--- src/rtl/eth_switch_pkg.sv ---
// Shared constants and types for the 4-port switch.
package eth_switch_pkg;

  localparam int unsigned NUM_OF_PORTS    = 4;
  localparam int unsigned DATA_IN_SIZE    = 8;
  localparam int unsigned ARB_PTR_W       = $clog2(NUM_OF_PORTS);

  // Egress arbiter timing and guard limits
  localparam int unsigned IFG_CYCLES      = 12;
  localparam int unsigned MAX_FRAME_BYTES = 1522;
  localparam int unsigned STALL_TIMEOUT   = 1024;

  typedef enum logic [1:0] {
    IDLE  = 2'd0,
    XFER  = 2'd1,
    DRAIN = 2'd2,
    GAP   = 2'd3
  } arb_state_t;

endpackage

--- src/rtl/eth_rr_pick.sv ---
// Combinational round-robin picker: first set request at or above ptr, wrapping.
module eth_rr_pick #(
  parameter int unsigned NUM_REQ = 4,
  localparam int unsigned PtrW   = (NUM_REQ > 1) ? $clog2(NUM_REQ) : 1
) (
  input  logic [NUM_REQ-1:0] req,
  input  logic [PtrW-1:0]    ptr,
  output logic [NUM_REQ-1:0] grant,
  output logic               found
);

  logic [PtrW-1:0] cand;

  // Walk candidates from ptr upward, wrapping at NUM_REQ, and keep the first hit
  always_comb begin
    grant = '0;
    found = 1'b0;
    cand  = ptr;
    for (int unsigned off = 0; off < NUM_REQ; off++) begin
      for (int unsigned i = 0; i < NUM_REQ; i++) begin
        if (!found && (cand == PtrW'(i)) && req[i]) begin
          grant[i] = 1'b1;
          found    = 1'b1;
        end
      end
      cand = (cand == PtrW'(NUM_REQ - 1)) ? '0 : cand + PtrW'(1);
    end
  end

endmodule

--- src/rtl/eth_out_port_arbiter.sv ---
// Per-output-port frame scheduler: frame-granular round robin over the ingress
// FIFOs, with inter-frame gap, oversize truncation and stalled-source abort.
module eth_out_port_arbiter
  import eth_switch_pkg::*;
#(
  parameter int unsigned NUM_PORTS       = eth_switch_pkg::NUM_OF_PORTS,
  parameter int unsigned DATA_W          = eth_switch_pkg::DATA_IN_SIZE,
  parameter int unsigned IFG_CYCLES      = eth_switch_pkg::IFG_CYCLES,
  parameter int unsigned MAX_FRAME_BYTES = eth_switch_pkg::MAX_FRAME_BYTES,
  parameter int unsigned STALL_TIMEOUT   = eth_switch_pkg::STALL_TIMEOUT
) (
  input  logic                        clk,
  input  logic                        rst_n,
  input  logic [NUM_PORTS-1:0]        req_i,
  input  logic [NUM_PORTS*DATA_W-1:0] in_data_i,
  input  logic [NUM_PORTS-1:0]        in_valid_i,
  input  logic [NUM_PORTS-1:0]        in_last_i,
  output logic [NUM_PORTS-1:0]        in_ready_o,
  output logic [DATA_W-1:0]           out_data_o,
  output logic                        out_valid_o,
  output logic                        out_last_o,
  input  logic                        out_ready_i,
  output logic [NUM_PORTS-1:0]        grant_o,
  output logic                        busy_o,
  output logic                        oversize_o,
  output logic                        timeout_o
);

  localparam int unsigned PtrW   = (NUM_PORTS > 1) ? $clog2(NUM_PORTS) : 1;
  localparam int unsigned CntW   = $clog2(MAX_FRAME_BYTES + 1);
  localparam int unsigned StallW = $clog2(STALL_TIMEOUT + 1);
  localparam int unsigned GapW   = (IFG_CYCLES > 1) ? $clog2(IFG_CYCLES) : 1;

  localparam logic [CntW-1:0]   LastBeat  = CntW'(MAX_FRAME_BYTES - 1);
  localparam logic [StallW-1:0] StallLast = StallW'(STALL_TIMEOUT - 1);
  localparam logic [GapW-1:0]   GapLast   = GapW'((IFG_CYCLES > 0) ? IFG_CYCLES - 1 : 0);

  arb_state_t           state_q, state_d;
  logic [NUM_PORTS-1:0] grant_q, grant_d;
  logic [PtrW-1:0]      gidx_q, gidx_d;
  logic [PtrW-1:0]      rr_ptr_q, rr_ptr_d;
  logic [CntW-1:0]      byte_cnt_q, byte_cnt_d;
  logic [StallW-1:0]    stall_q, stall_d;
  logic [GapW-1:0]      gap_q, gap_d;

  logic [NUM_PORTS-1:0] pick_grant;
  logic                 pick_found;
  logic [PtrW-1:0]      pick_idx;
  logic [PtrW-1:0]      next_ptr;
  logic [DATA_W-1:0]    sel_data;
  logic                 sel_valid;
  logic                 sel_last;
  logic                 at_max;
  logic                 beat_xfer;
  logic                 beat_drain;
  logic                 stall_expired;
  logic                 release_frame;

  eth_rr_pick #(
    .NUM_REQ (NUM_PORTS)
  ) u_rr_pick (
    .req   (req_i),
    .ptr   (rr_ptr_q),
    .grant (pick_grant),
    .found (pick_found)
  );

  // One-hot pick to index, and source mux for the current owner
  always_comb begin
    pick_idx  = '0;
    sel_data  = '0;
    sel_valid = 1'b0;
    sel_last  = 1'b0;
    for (int unsigned i = 0; i < NUM_PORTS; i++) begin
      if (pick_grant[i]) pick_idx = PtrW'(i);
      if (gidx_q == PtrW'(i)) begin
        sel_data  = in_data_i[i*DATA_W +: DATA_W];
        sel_valid = in_valid_i[i];
        sel_last  = in_last_i[i];
      end
    end
  end

  assign next_ptr      = (gidx_q == PtrW'(NUM_PORTS - 1)) ? '0 : gidx_q + PtrW'(1);
  assign at_max        = (byte_cnt_q == LastBeat);
  assign beat_xfer     = (state_q == XFER) && sel_valid && out_ready_i;
  assign beat_drain    = (state_q == DRAIN) && sel_valid;
  assign stall_expired = (state_q == XFER) && !sel_valid && (stall_q == StallLast);

  // Egress passthrough in XFER; DRAIN pops the owner with egress held invalid
  always_comb begin
    out_data_o  = '0;
    out_valid_o = 1'b0;
    out_last_o  = 1'b0;
    in_ready_o  = '0;
    unique case (state_q)
      XFER: begin
        out_data_o  = sel_data;
        out_valid_o = sel_valid;
        out_last_o  = sel_last | at_max;
        in_ready_o  = grant_q & {NUM_PORTS{out_ready_i}};
      end
      DRAIN:   in_ready_o = grant_q;
      default: ;
    endcase
  end

  assign grant_o    = grant_q;
  assign busy_o     = (state_q != IDLE);
  assign oversize_o = beat_xfer && at_max && !sel_last;
  assign timeout_o  = stall_expired;

  // Next-state: arbitration, frame tracking, stall timer and gap counter
  always_comb begin
    state_d       = state_q;
    grant_d       = grant_q;
    gidx_d        = gidx_q;
    rr_ptr_d      = rr_ptr_q;
    byte_cnt_d    = byte_cnt_q;
    stall_d       = stall_q;
    gap_d         = gap_q;
    release_frame = 1'b0;
    unique case (state_q)
      IDLE: begin
        if (pick_found) begin
          state_d    = XFER;
          grant_d    = pick_grant;
          gidx_d     = pick_idx;
          byte_cnt_d = '0;
          stall_d    = '0;
        end
      end
      XFER: begin
        if (beat_xfer) begin
          byte_cnt_d = byte_cnt_q + CntW'(1);
          stall_d    = '0;
          if (sel_last)    release_frame = 1'b1;
          else if (at_max) state_d = DRAIN;
        end else if (!sel_valid) begin
          // Backpressure with valid data holds the timer; only a silent source counts
          if (stall_expired) release_frame = 1'b1;
          else               stall_d = stall_q + StallW'(1);
        end
      end
      DRAIN: begin
        if (beat_drain && sel_last) release_frame = 1'b1;
      end
      GAP: begin
        if (gap_q == GapLast) state_d = IDLE;
        else                  gap_d = gap_q + GapW'(1);
      end
      default: state_d = IDLE;
    endcase
    if (release_frame) begin
      grant_d  = '0;
      rr_ptr_d = next_ptr;
      gap_d    = '0;
      state_d  = (IFG_CYCLES == 0) ? IDLE : GAP;
    end
  end

  // State registers
  always_ff @(posedge clk or negedge rst_n) begin
    if (!rst_n) begin
      state_q    <= IDLE;
      grant_q    <= '0;
      gidx_q     <= '0;
      rr_ptr_q   <= '0;
      byte_cnt_q <= '0;
      stall_q    <= '0;
      gap_q      <= '0;
    end else begin
      state_q    <= state_d;
      grant_q    <= grant_d;
      gidx_q     <= gidx_d;
      rr_ptr_q   <= rr_ptr_d;
      byte_cnt_q <= byte_cnt_d;
      stall_q    <= stall_d;
      gap_q      <= gap_d;
    end
  end

endmodule

--- config.mk ---
export PLATFORM = sky130hd
export DESIGN_NAME = eth_out_port_arbiter
export DESIGN_NICKNAME = d
export VERILOG_FILES = /design/src/rtl/eth_switch_pkg.sv /design/src/rtl/eth_rr_pick.sv /design/src/rtl/eth_out_port_arbiter.sv
export SDC_FILE = /design/constraint.sdc
export NUM_CORES = 1
export LEC_CHECK = 0
export ABC_AREA = 1
export BUFFER_PORTS_ARGS = -buffer_cell sky130_fd_sc_hd__clkbuf_2
export CAP_MARGIN = 30
export CORE_MARGIN = 5
export CORE_UTILIZATION = 40
export DETAILED_ROUTE_END_ITERATION = 10
export GPL_TIMING_DRIVEN = 1
export PLACE_DENSITY = 0.64
export SYNTH_ARGS = -nofsm -noshare
export SYNTH_HDL_FRONTEND = slang
export SYNTH_HIERARCHICAL = 1
export SYNTH_SLANG_ARGS = --single-unit
--- constraint.sdc ---
create_clock -name clk -period 4.9 [get_ports clk]
set_input_delay 0.49 -clock clk [delete_from_list [all_inputs] [get_ports clk]]
set_output_delay 0.49 -clock clk [all_outputs]
set_load 0.01 [all_outputs]
# --- Word-level counts from Yosys, hierarchy flattened ---
# Cells that the tools add are included.
op_classes:
  n_mux: 80
  add_sub_neg: 7
  eq_ne: 31
  bitwise: 2
  reduce_logical: 74
ops:
  columns: ["cell", "n"]
  rows:
  - ["$mux 11", 5]
  - ["$mux 1", 47]
  - ["$pmux 11 s2", 2]
  - ["$mux 8", 5]
  - ["$logic_and 1x1->1", 39]
  - ["$eq 2x2->1 const B", 12]
  - ["$mux 2", 12]
  - ["$mux 4", 6]
  - ["$add 11x1->11 const B", 2]
  - ["$ne 3x3->1 const B", 7]
  - ["$logic_not 1->1", 17]
  - ["$eq 2x1->1 const B", 6]
  - ["$logic_not 2->1", 6]
  - ["$eq 11x10->1 const B", 1]
  - ["$eq 11x11->1 const B", 1]
  - ["$reduce_bool 2->1", 5]
  - ["$add 2x1->2 const B", 4]
  - ["$pmux 4 s2", 1]
  - ["$ne 2x2->1 const B", 3]
  - ["$pmux 2 s3", 1]
  - ["$reduce_and 2->1", 3]
  - ["$reduce_and 6->1", 1]
  - ["$add 4x1->4 const B", 1]
  - ["$and 4x4->4", 1]
  - ["6 further kinds", 6]
word_totals:
  ff_bits: 36
  word_cells: 201

# --- Depth between registers and ports, before layout ---
# Gate-level depths: netlist (run 1).
depth:
  ltp_word: 66
  ltp_mapped: 16
  mapped_depth_nobuf: 16

# --- Modules after synthesis ---
# Netlist (run 1), hierarchy kept.
modules_own_cells:
  columns: ["module", "n_inst", "cells_each", "area_per_inst_um2", "seq_area_each_um2"]
  rows:
  - ["eth_out_port_arbiter", 1, 338, 2608.8, 900.9]
  - ["eth_rr_pick", 1, 57, 317.8, 0.0]

# --- Worst setup path after synthesis (run 1) ---
# Ideal clock, no wire load.
synth_timing:
  kind: "input to register"
  start: "input port req_i[3]"
  end: "register stall_q[1]"
  stages: 14
  n_path_buf: 1
  path_slack_ps: 2693
  setup_time_ps: 121
  arrival_time_ps: 2086
  path_cell_list: "nand3_1 > nand2_2 > nor2_4 > nand4_4 > nor3_4 > nand4_2 > nor2_4 > nand4_1 > nor2_1 > a21oi_1 > nand3_2 > buf_6 > nor2_2 > a22o_1"
synth_between:
  elab_chain_cells: 52
synth_lines:
  columns: ["element", "line_no", "source"]
  rows:
  - ["start: declaration", "eth_out_port_arbiter.sv:14", "input logic [NUM_PORTS-1:0] req_i,"]
  - ["$logic_and 1x1->1", "eth_rr_pick.sv:21", "if (!found && (cand == PtrW'(i)) && req[i]) begin"]
  - ["$mux 1", "eth_rr_pick.sv:21", null]
  - ["$logic_not 1->1", "eth_rr_pick.sv:21", null]
  - ["$logic_and 1x1->1 (2 in series)", "eth_rr_pick.sv:21", null]
  - ["$mux 1", "eth_rr_pick.sv:21", null]
  - ["$logic_not 1->1", "eth_rr_pick.sv:21", null]
  - ["$logic_and 1x1->1 (2 in series)", "eth_rr_pick.sv:21", null]
  - ["$mux 1", "eth_rr_pick.sv:21", null]
  - ["[33 not listed]", null, null]
  - ["$logic_and 1x1->1 (2 in series)", "eth_rr_pick.sv:21", null]
  - ["$mux 1", "eth_rr_pick.sv:21", null]
  - ["$logic_not 1->1", "eth_rr_pick.sv:21", null]
  - ["$logic_and 1x1->1 (2 in series)", "eth_rr_pick.sv:21", null]
  - ["$mux 1 *", "eth_rr_pick.sv:21", null]
  - ["via pick_found", "eth_out_port_arbiter.sv:47", "logic pick_found;"]
  - ["$ne 2x2->1 (no line) *", null, null]
  - ["$reduce_and 4->1 (no line) *", null, null]
  - ["end signal: assignment", "eth_out_port_arbiter.sv:178", "stall_q <= stall_d;"]
  - ["end: declaration", "eth_out_port_arbiter.sv:43", "logic [StallW-1:0] stall_q, stall_d;"]
# Mark *: on every way through the listed nets, which the timed path passes. The rest lies on a longest branch.
# A chain may end at the register's enable or synchronous reset.

# --- Worst setup path in the final report (run 1) ---
layout_timing:
  start: "register rr_ptr_q[0]"
  end: "register byte_cnt_q[0]"
layout_between:
  elab_chain_cells: 65
layout_lines:
  columns: ["element", "line_no", "source"]
  rows:
  - ["start: declaration", "eth_out_port_arbiter.sv:41", "logic [PtrW-1:0] rr_ptr_q, rr_ptr_d;"]
  - ["start signal: assignment", "eth_out_port_arbiter.sv:176", "rr_ptr_q <= rr_ptr_d;"]
  - ["$logic_not 2->1", "eth_rr_pick.sv:21", null]
  - ["$logic_and 1x1->1", "eth_rr_pick.sv:21", null]
  - ["$mux 1", "eth_rr_pick.sv:21", null]
  - ["$logic_not 1->1", "eth_rr_pick.sv:21", null]
  - ["$logic_and 1x1->1 (2 in series)", "eth_rr_pick.sv:21", null]
  - ["$mux 1", "eth_rr_pick.sv:21", null]
  - ["$logic_not 1->1", "eth_rr_pick.sv:21", null]
  - ["$logic_and 1x1->1 (2 in series)", "eth_rr_pick.sv:21", null]
  - ["[46 not listed]", null, null]
  - ["$logic_and 1x1->1 (2 in series)", "eth_rr_pick.sv:21", null]
  - ["$mux 1", "eth_rr_pick.sv:21", null]
  - ["$logic_not 1->1", "eth_rr_pick.sv:21", null]
  - ["$logic_and 1x1->1 (2 in series)", "eth_rr_pick.sv:21", null]
  - ["$mux 1 *", "eth_rr_pick.sv:21", null]
  - ["via pick_found", "eth_out_port_arbiter.sv:47", null]
  - ["$ne 2x2->1 (no line) *", null, null]
  - ["$reduce_and 3->1 (no line) *", null, null]
  - ["end signal: assignment", "eth_out_port_arbiter.sv:177", "byte_cnt_q <= byte_cnt_d;"]
  - ["end: declaration", "eth_out_port_arbiter.sv:42", "logic [CntW-1:0] byte_cnt_q, byte_cnt_d;"]
# Marked as above.

==> results of run 1 <==
==> metal layers <==
| layer | wire length, µm | vias up | part of all wire |
|---|---|---|---|
| met3 | 267 | 10 | 0.037 |
| met5 | 0 | - | 0 |
| met4 | 113 | 0 | 0.016 |
| met1 | 3270 | 1297 | 0.46 |
| met2 | 3520 | 61 | 0.49 |
| li1 | - | 1442 | - |
==> registers in the layout, summed over array words and instances, names as in the netlist <==
name	flops
gidx_q	2
gap_q	4
byte_cnt_q	11
stall_q	11
state_q	2
grant_o	4
rr_ptr_q	2
==> worst min-delay path by stage <==
stage | cells past startpoint | endpoint | from
floorplan | 0 | byte_cnt_q[0] | rst_n
finish | 1 | byte_cnt_q[8] | rst_n
global placement | 1 | stall_q[0] | stall_q[0]
global route | 1 | byte_cnt_q[8] | rst_n
CTS | 1 | stall_q[8] | rst_n
detailed placement | 1 | stall_q[0] | stall_q[0]
==> synth_stat cells, drive strengths merged <==
cell type,count,area share
buf,7,0.021
inv,52,0.069
nor2,49,0.079
clkbuf,3,0.0038
a21boi,1,0.0038
nor3,10,0.023
a21oi,27,0.051
nand3,29,0.051
nand3b,2,0.0051
xor2,9,0.027
ha,12,0.051
xnor2,3,0.0090
o21ai,32,0.055
o31ai,11,0.045
o21bai,1,0.0038
dfrtp,36,0.31
nand2,84,0.12
nor3b,1,0.0026
nand4,14,0.037
a22o,1,0.0030
or2,3,0.0064
a22oi,8,0.021
==> logic make-up after synthesis <==
| family | after synthesis |
|---|---|
| buffers and inverters | 62 |
| adder cells (fa/ha/maj) | 12 |
| AO/OA/AOI/OAI | 81 |
| flip-flops | 36 |
| AND/OR/NAND/NOR | 192 |
| XOR/XNOR | 12 |
==> stage by stage <==
stage	hold WS (ns)	utilization	worst slack (ns)	power, mW
after floorplan	0.194	-	2.69	1.31
final	0.313	0.477	1.91	1.79
after CTS	0.352	0.477	1.89	1.80
after global routing	0.392	0.477	1.43	1.96
after global placement	0.487	0.462	1.86	1.52
after detailed placement	0.496	0.462	1.80	1.53
==> power breakdown <==
| part | switching, mW | internal (mW) |
|---|---|---|
| Sequential | 0.0703 | 0.371 |
| Combinational | 0.723 | 0.364 |
| Clock | 0.111 | 0.151 |
| Total | 0.904 | 0.886 |
==> layout make-up <==
class	instances	share of cell area
inverter	52	0.0592
multi-input combinational	297	0.511
timing repair buffer	67	0.0979
tap	99	0.0362
sequential	36	0.263
clock buffer	5	0.0201
clock inverter	3	0.0124
==> layout by cell type, fill, tap and decap left out, types with 2 or more instances in the layout <==
cell and n:
nand2_1 72, clkbuf_2 67, inv_1 49, nor2_1 42, dfrtp_1 36, o21ai_0 30
nand3_1 28, a21oi_1 23, nand4_1 12, ha_1 12, o31ai_2 10, xor2_1 9
a22oi_1 8, nand2_2 8, nor3_1 8, clkbuf_8 5, a21oi_2 4, nand2_4 4
nor2_4 3, nor2_2 3, or2_2 3, xnor2_1 3, nand3b_1 2, inv_2 2
o21ai_1 2
==> critical path, stage by stage, from the launching register on <==
cell	delay, ns
dfrtp_1	0.47
nor2_2	0.10
nand2_1	0.10
nand2_2	0.08
nor2_4	0.11
nand4_4	0.10
nor3_4	0.20
nand4_2	0.16
nor2_4	0.15
nand4_1	0.14
nor2_1	0.22
inv_1	0.06
nand2_1	0.60
inv_1	0.18
nand3_1	0.11
o21ai_0	0.08
==> results.sh, run 1 <==
export IMPL_post_dp_cell_area_mm2=0.00331
export IMPL_r2r_end="byte_cnt_q[0]"
export IMPL_fillers=743
export IMPL_syn_num_nets=454
export IMPL_r2r_slack_ns=1.91
export IMPL_synth_top_family_by_area="simple AND/OR/NAND/NOR gates"
export IMPL_start_util=0.408
export IMPL_wl_mm=7.18
export IMPL_routedWlPerCell_um=12.8
export IMPL_grt_use_met1=0.215
export IMPL_area_growth_pct=17.1
export IMPL_grt_pass1_vias=2713
export IMPL_die_width_um=95.5
export IMPL_path_clk_slew_ns=0.08
export IMPL_grt_max_degree=37
export IMPL_regArea_um2=901
export IMPL_yosys_warnings=6
export IMPL_clkLatencyLatePin_ns=0.29
export IMPL_portBuffers=67
export IMPL_synthMuxAreaShare=0
export IMPL_synth_adder_area_share=0.0513
export IMPL_endpoint="byte_cnt_q[0]"
export IMPL_drv_slew=0
export IMPL_nets=518
export IMPL_gr_total_overflow=0
export IMPL_crit_start="rr_ptr_q[0]"
export IMPL_synth_compound_area_share=0.183
export IMPL_core_area_mm2=0.00718
export IMPL_root_buffer="clkbuf_8"
export IMPL_r2r_start="rr_ptr_q[0]"
export IMPL_syn_avg_cell_area_um2=7.41
export IMPL_layout_drive_gt1_share=0.263
export IMPL_clockBufferDepth=2
export IMPL_grt_antenna_before_repair=0
export IMPL_cts_made_buffers=5
export IMPL_synthXorXnorAreaFrac=0.0359
export IMPL_netlist_area_mm2=0.00293
export IMPL_synth_seq_cells=36
export IMPL_die_area_mm2=0.00913
export IMPL_clkSinkCount=36
export IMPL_max_freq_mhz=335
export IMPL_worst_ir_drop_vdd_v=0.000213
export IMPL_crit_path_max_fanout=21
export IMPL_finClkSkew_ns=0.00780
export IMPL_multiInputGateArea_mm2=0.00175
export IMPL_drtIter0Drc=104
export IMPL_via_per_inst=5.03
export IMPL_r2r_cells=15
export IMPL_die_y_um=95.5
export IMPL_dr_total_vias=2810
export IMPL_gr_usage_met2=0.288
export IMPL_ys_seq_area_frac=0.308
export IMPL_setup_tns_final_ns=0
export IMPL_post_cts_setup_buffer_count=0
export IMPL_finalSetupViolCount=0
export IMPL_hp_class="in -> async"
export IMPL_post_route_drc_count=0
export IMPL_cts_resized=0
export IMPL_tightest_slew_ns=0.902
export IMPL_finalCriticalPeriod_ns=2.99
export IMPL_rows=31
export IMPL_fin_crit_sh=0.609
export IMPL_antenna_cells=0
export IMPL_grt_use_total=0.167
export IMPL_path_class="reg -> reg"
export IMPL_stdcell_count=559
export IMPL_cp_start_kind="flip-flop"
export IMPL_drtAntennaViolNets=0
export IMPL_maxCapViolations=0
export IMPL_endpoint_kind="flip-flop"
export IMPL_first_pass_iters=4
export IMPL_io_pins=68
export IMPL_arrival_ns=3.16
export IMPL_grt_busiest_layer="met2"
export IMPL_status="finished clean"
export IMPL_syn_inst=395
export IMPL_yosysUniqueCellTypes=38
export IMPL_synth_simple_area_share=0.329
export IMPL_grt_pass1_wl_mm=12.2
export IMPL_hpwl_mm=5.64
export IMPL_maxSlewHeadroom=0.399
export IMPL_pwr_density_cell_mw_per_mm2=523
export IMPL_postCtsHoldBufs=0
export IMPL_dpl_cell_count=551
export IMPL_cts_tree="yes"
export IMPL_leakagePower_nw=1.67
export IMPL_gp_routability_congestion=0.852
export IMPL_gr_usage_met3=0.0276
export IMPL_h_tree_depth=2
export IMPL_hold_viol=0
export IMPL_critical_path_required_ns=5.08
export IMPL_grt_setup_unrepaired="false"
export IMPL_fin_area_mm2=0.00343
No activity file was read; power rests on OpenSTA's default activity.
==> inputs of run 2 (changes only) <==
--- a/config.mk
+++ b/config.mk
@@ -12,7 +12,7 @@
 export CORE_UTILIZATION = 40
 export DETAILED_ROUTE_END_ITERATION = 10
 export GPL_TIMING_DRIVEN = 1
-export PLACE_DENSITY = 0.64
+export PLACE_DENSITY = 0.67
 export SYNTH_ARGS = -nofsm -noshare
 export SYNTH_HDL_FRONTEND = slang
 export SYNTH_HIERARCHICAL = 1
==> constraint.sdc (replaced) <==
create_clock -name clk -period 2.6 [get_ports clk]
set_input_delay 0.26 -clock clk [delete_from_list [all_inputs] [get_ports clk]]
set_output_delay 0.26 -clock clk [all_outputs]
set_load 0.01 [all_outputs]
==> run 2 against run 1 <==
  * Clock skew hardly changed
  * Largest power group unchanged
  * Critical endpoint is now stall_q[5]
  * Critical path type unchanged
  * Register-to-register slack worse by 1.8 ns
  * Largest cell class unchanged
  * Flip-flop and latch count stayed put
  * Final cell count is 2.0% higher
==> results.sh, run 2 (synthesis results as in run 1) <==
export IMPL_status="finished clean"
export IMPL_critical_path_required_ns=2.79
export IMPL_worst_ir_drop_vdd_v=0.000445
export IMPL_finalCriticalPeriod_ns=2.45
export IMPL_reg_top3="byte_cnt_q (11), stall_q (11)"
export IMPL_maxSlewHeadroom=0.633
export IMPL_layout_setup_ws_ns=0.149
export IMPL_layout_drive_gt1_share=0.285
export IMPL_dr_total_vias=2872
export IMPL_die_width_um=95.5
export IMPL_root_buffer="clkbuf_8"
export IMPL_finClkSkew_ns=0.00769
export IMPL_max_freq_mhz=408
export IMPL_crit_path_max_fanout=10
export IMPL_antenna_cells=0
export IMPL_cpMaxStageDelayCell="dfrtp_2"
export IMPL_gr_total_overflow=0
export IMPL_crit_buf_inv=1
export IMPL_cts_tree="yes"
export IMPL_hold_viol=0
export IMPL_core_area_mm2=0.00718
export IMPL_hpwl_mm=5.52
export IMPL_slowest_delay_ns=0.46
export IMPL_clockBufferDepth=2
export IMPL_io_pins=68
export IMPL_grt_use_total=0.167
export IMPL_final_cell_mix="nand2_1 (72), clkbuf_2 (67), inv_1 (49), nor2_1 (41), dfrtp_1 (34)"
export IMPL_r2r_cells=14
export IMPL_r2r_start="rr_ptr_q[0]"
export IMPL_clkLatencyLatePin_ns=0.30
export IMPL_h_tree_depth=2
export IMPL_drv_slew=0
export IMPL_maxCapViolations=0
export IMPL_start_util=0.408
export IMPL_die_y_um=95.5
export IMPL_endpoint_kind="flip-flop"
export IMPL_grt_setup_unrepaired="true"
export IMPL_grt_pass1_wl_mm=12.1
export IMPL_routedWlPerCell_um=12.7
export IMPL_rows=31
export IMPL_layout_commonest_cell="nand2_1"
export IMPL_path_clk_slew_ns=0.08
export IMPL_fin_crit_sh=0.943
export IMPL_clkSinkCount=36
export IMPL_r2r_end="stall_q[5]"
export IMPL_first_pass_iters=4
export IMPL_setup_tns_final_ns=0
export IMPL_grt_pass1_vias=2667
export IMPL_drtAntennaViolNets=0
export IMPL_via_per_inst=5.04
export IMPL_final_core_util=0.495
export IMPL_die_area_mm2=0.00913
export IMPL_hp_class="in -> async"
export IMPL_portBuffers=67
export IMPL_cp_top_family="simple AND/OR/NAND/NOR gates"
export IMPL_place_ws_ns=0.0917
export IMPL_fin_area_mm2=0.00355
export IMPL_finalSetupViolCount=0
export IMPL_fillers=692
export IMPL_arrival_ns=2.64
export IMPL_cp_start_kind="flip-flop"
export IMPL_leakagePower_nw=1.72
export IMPL_post_dp_cell_area_mm2=0.00335
export IMPL_tightest_slew_ns=0.545
export IMPL_post_route_drc_count=0
export IMPL_cts_made_buffers=5
export IMPL_cp_cell_sequence="nand3_1 > nand2_2 > nor2_4 > nand4_4 > nor3_4 > nand4_2 > nor2_4 > nand4_1 > nor2_2 > a21oi_1 > nand3_4 > inv_4 > a21oi_1 > nor2_1"
export IMPL_path_class="reg -> reg"
export IMPL_grt_max_degree=37
export IMPL_grt_antenna_before_repair=0
export IMPL_area_growth_pct=21.4
export IMPL_r2r_slack_ns=0.15
export IMPL_nets=529
export IMPL_gp_routability_congestion=0.924
export IMPL_drtIter0Drc=85
export IMPL_wl_mm=7.26
export IMPL_totalPowerFinal_mw=3.52
export IMPL_pwr_density_cell_mw_per_mm2=990
[run 2: how the worst max path moves through the flow]
stage                startpoint    endpoint  slack, ns  cells after the start
floorplan           rr_ptr_q[0]  stall_q[1]       0.41                     15
CTS                 rr_ptr_q[0]  stall_q[5]       0.05                     15
finish              rr_ptr_q[0]  stall_q[5]       0.15                     14
global placement    rr_ptr_q[0]  stall_q[5]       0.17                     14
global route        rr_ptr_q[0]  stall_q[6]      -0.04                     14
detailed placement  rr_ptr_q[0]  stall_q[4]       0.09                     15
[run 2: cell type report]
cell class	count	area, µm²	area share
flip-flops and latches	36	903	0.254
inverters	52	205	0.0578
well taps	99	124	0.0349
repair buffers	78	453	0.128
clock buffers	8	90.1	0.0254
multi-input cells	297	1780	0.500
[run 2: routing by layer]
layer | GRT usage | share of wire | vias up
met4 | 0.0545 | 0.018 | 0
met2 | 0.281 | 0.49 | 62
met3 | 0.0339 | 0.040 | 12
met5 | 0 | 0 | -
li1 | - | - | 1460
met1 | 0.213 | 0.45 | 1338
[run 2: power by group]
part	internal, mW	leakage (nW)	switching (mW)
clock network	0.216	0.0455	0.212
logic	0.856	1.20	1.40
registers	0.702	0.475	0.133
[run 2: what timing repair did]
action,in CTS,in global routing
resized for setup,1,7
cloned,0,0
pin swaps,0,5
setup buffers,0,6
endpoints found under the hold margin,0,16
hold buffers,0,1
endpoints found under the setup margin,1,23
[run 2: through the flow]
stage          std cells  hold slack (ns)
6_report             570            0.452
3_3_place_gp         554            0.442
3_5_place_dp         554            0.450
2_1_floorplan        395          -0.0356
4_1_cts              562            0.128
5_1_grt              570            0.486
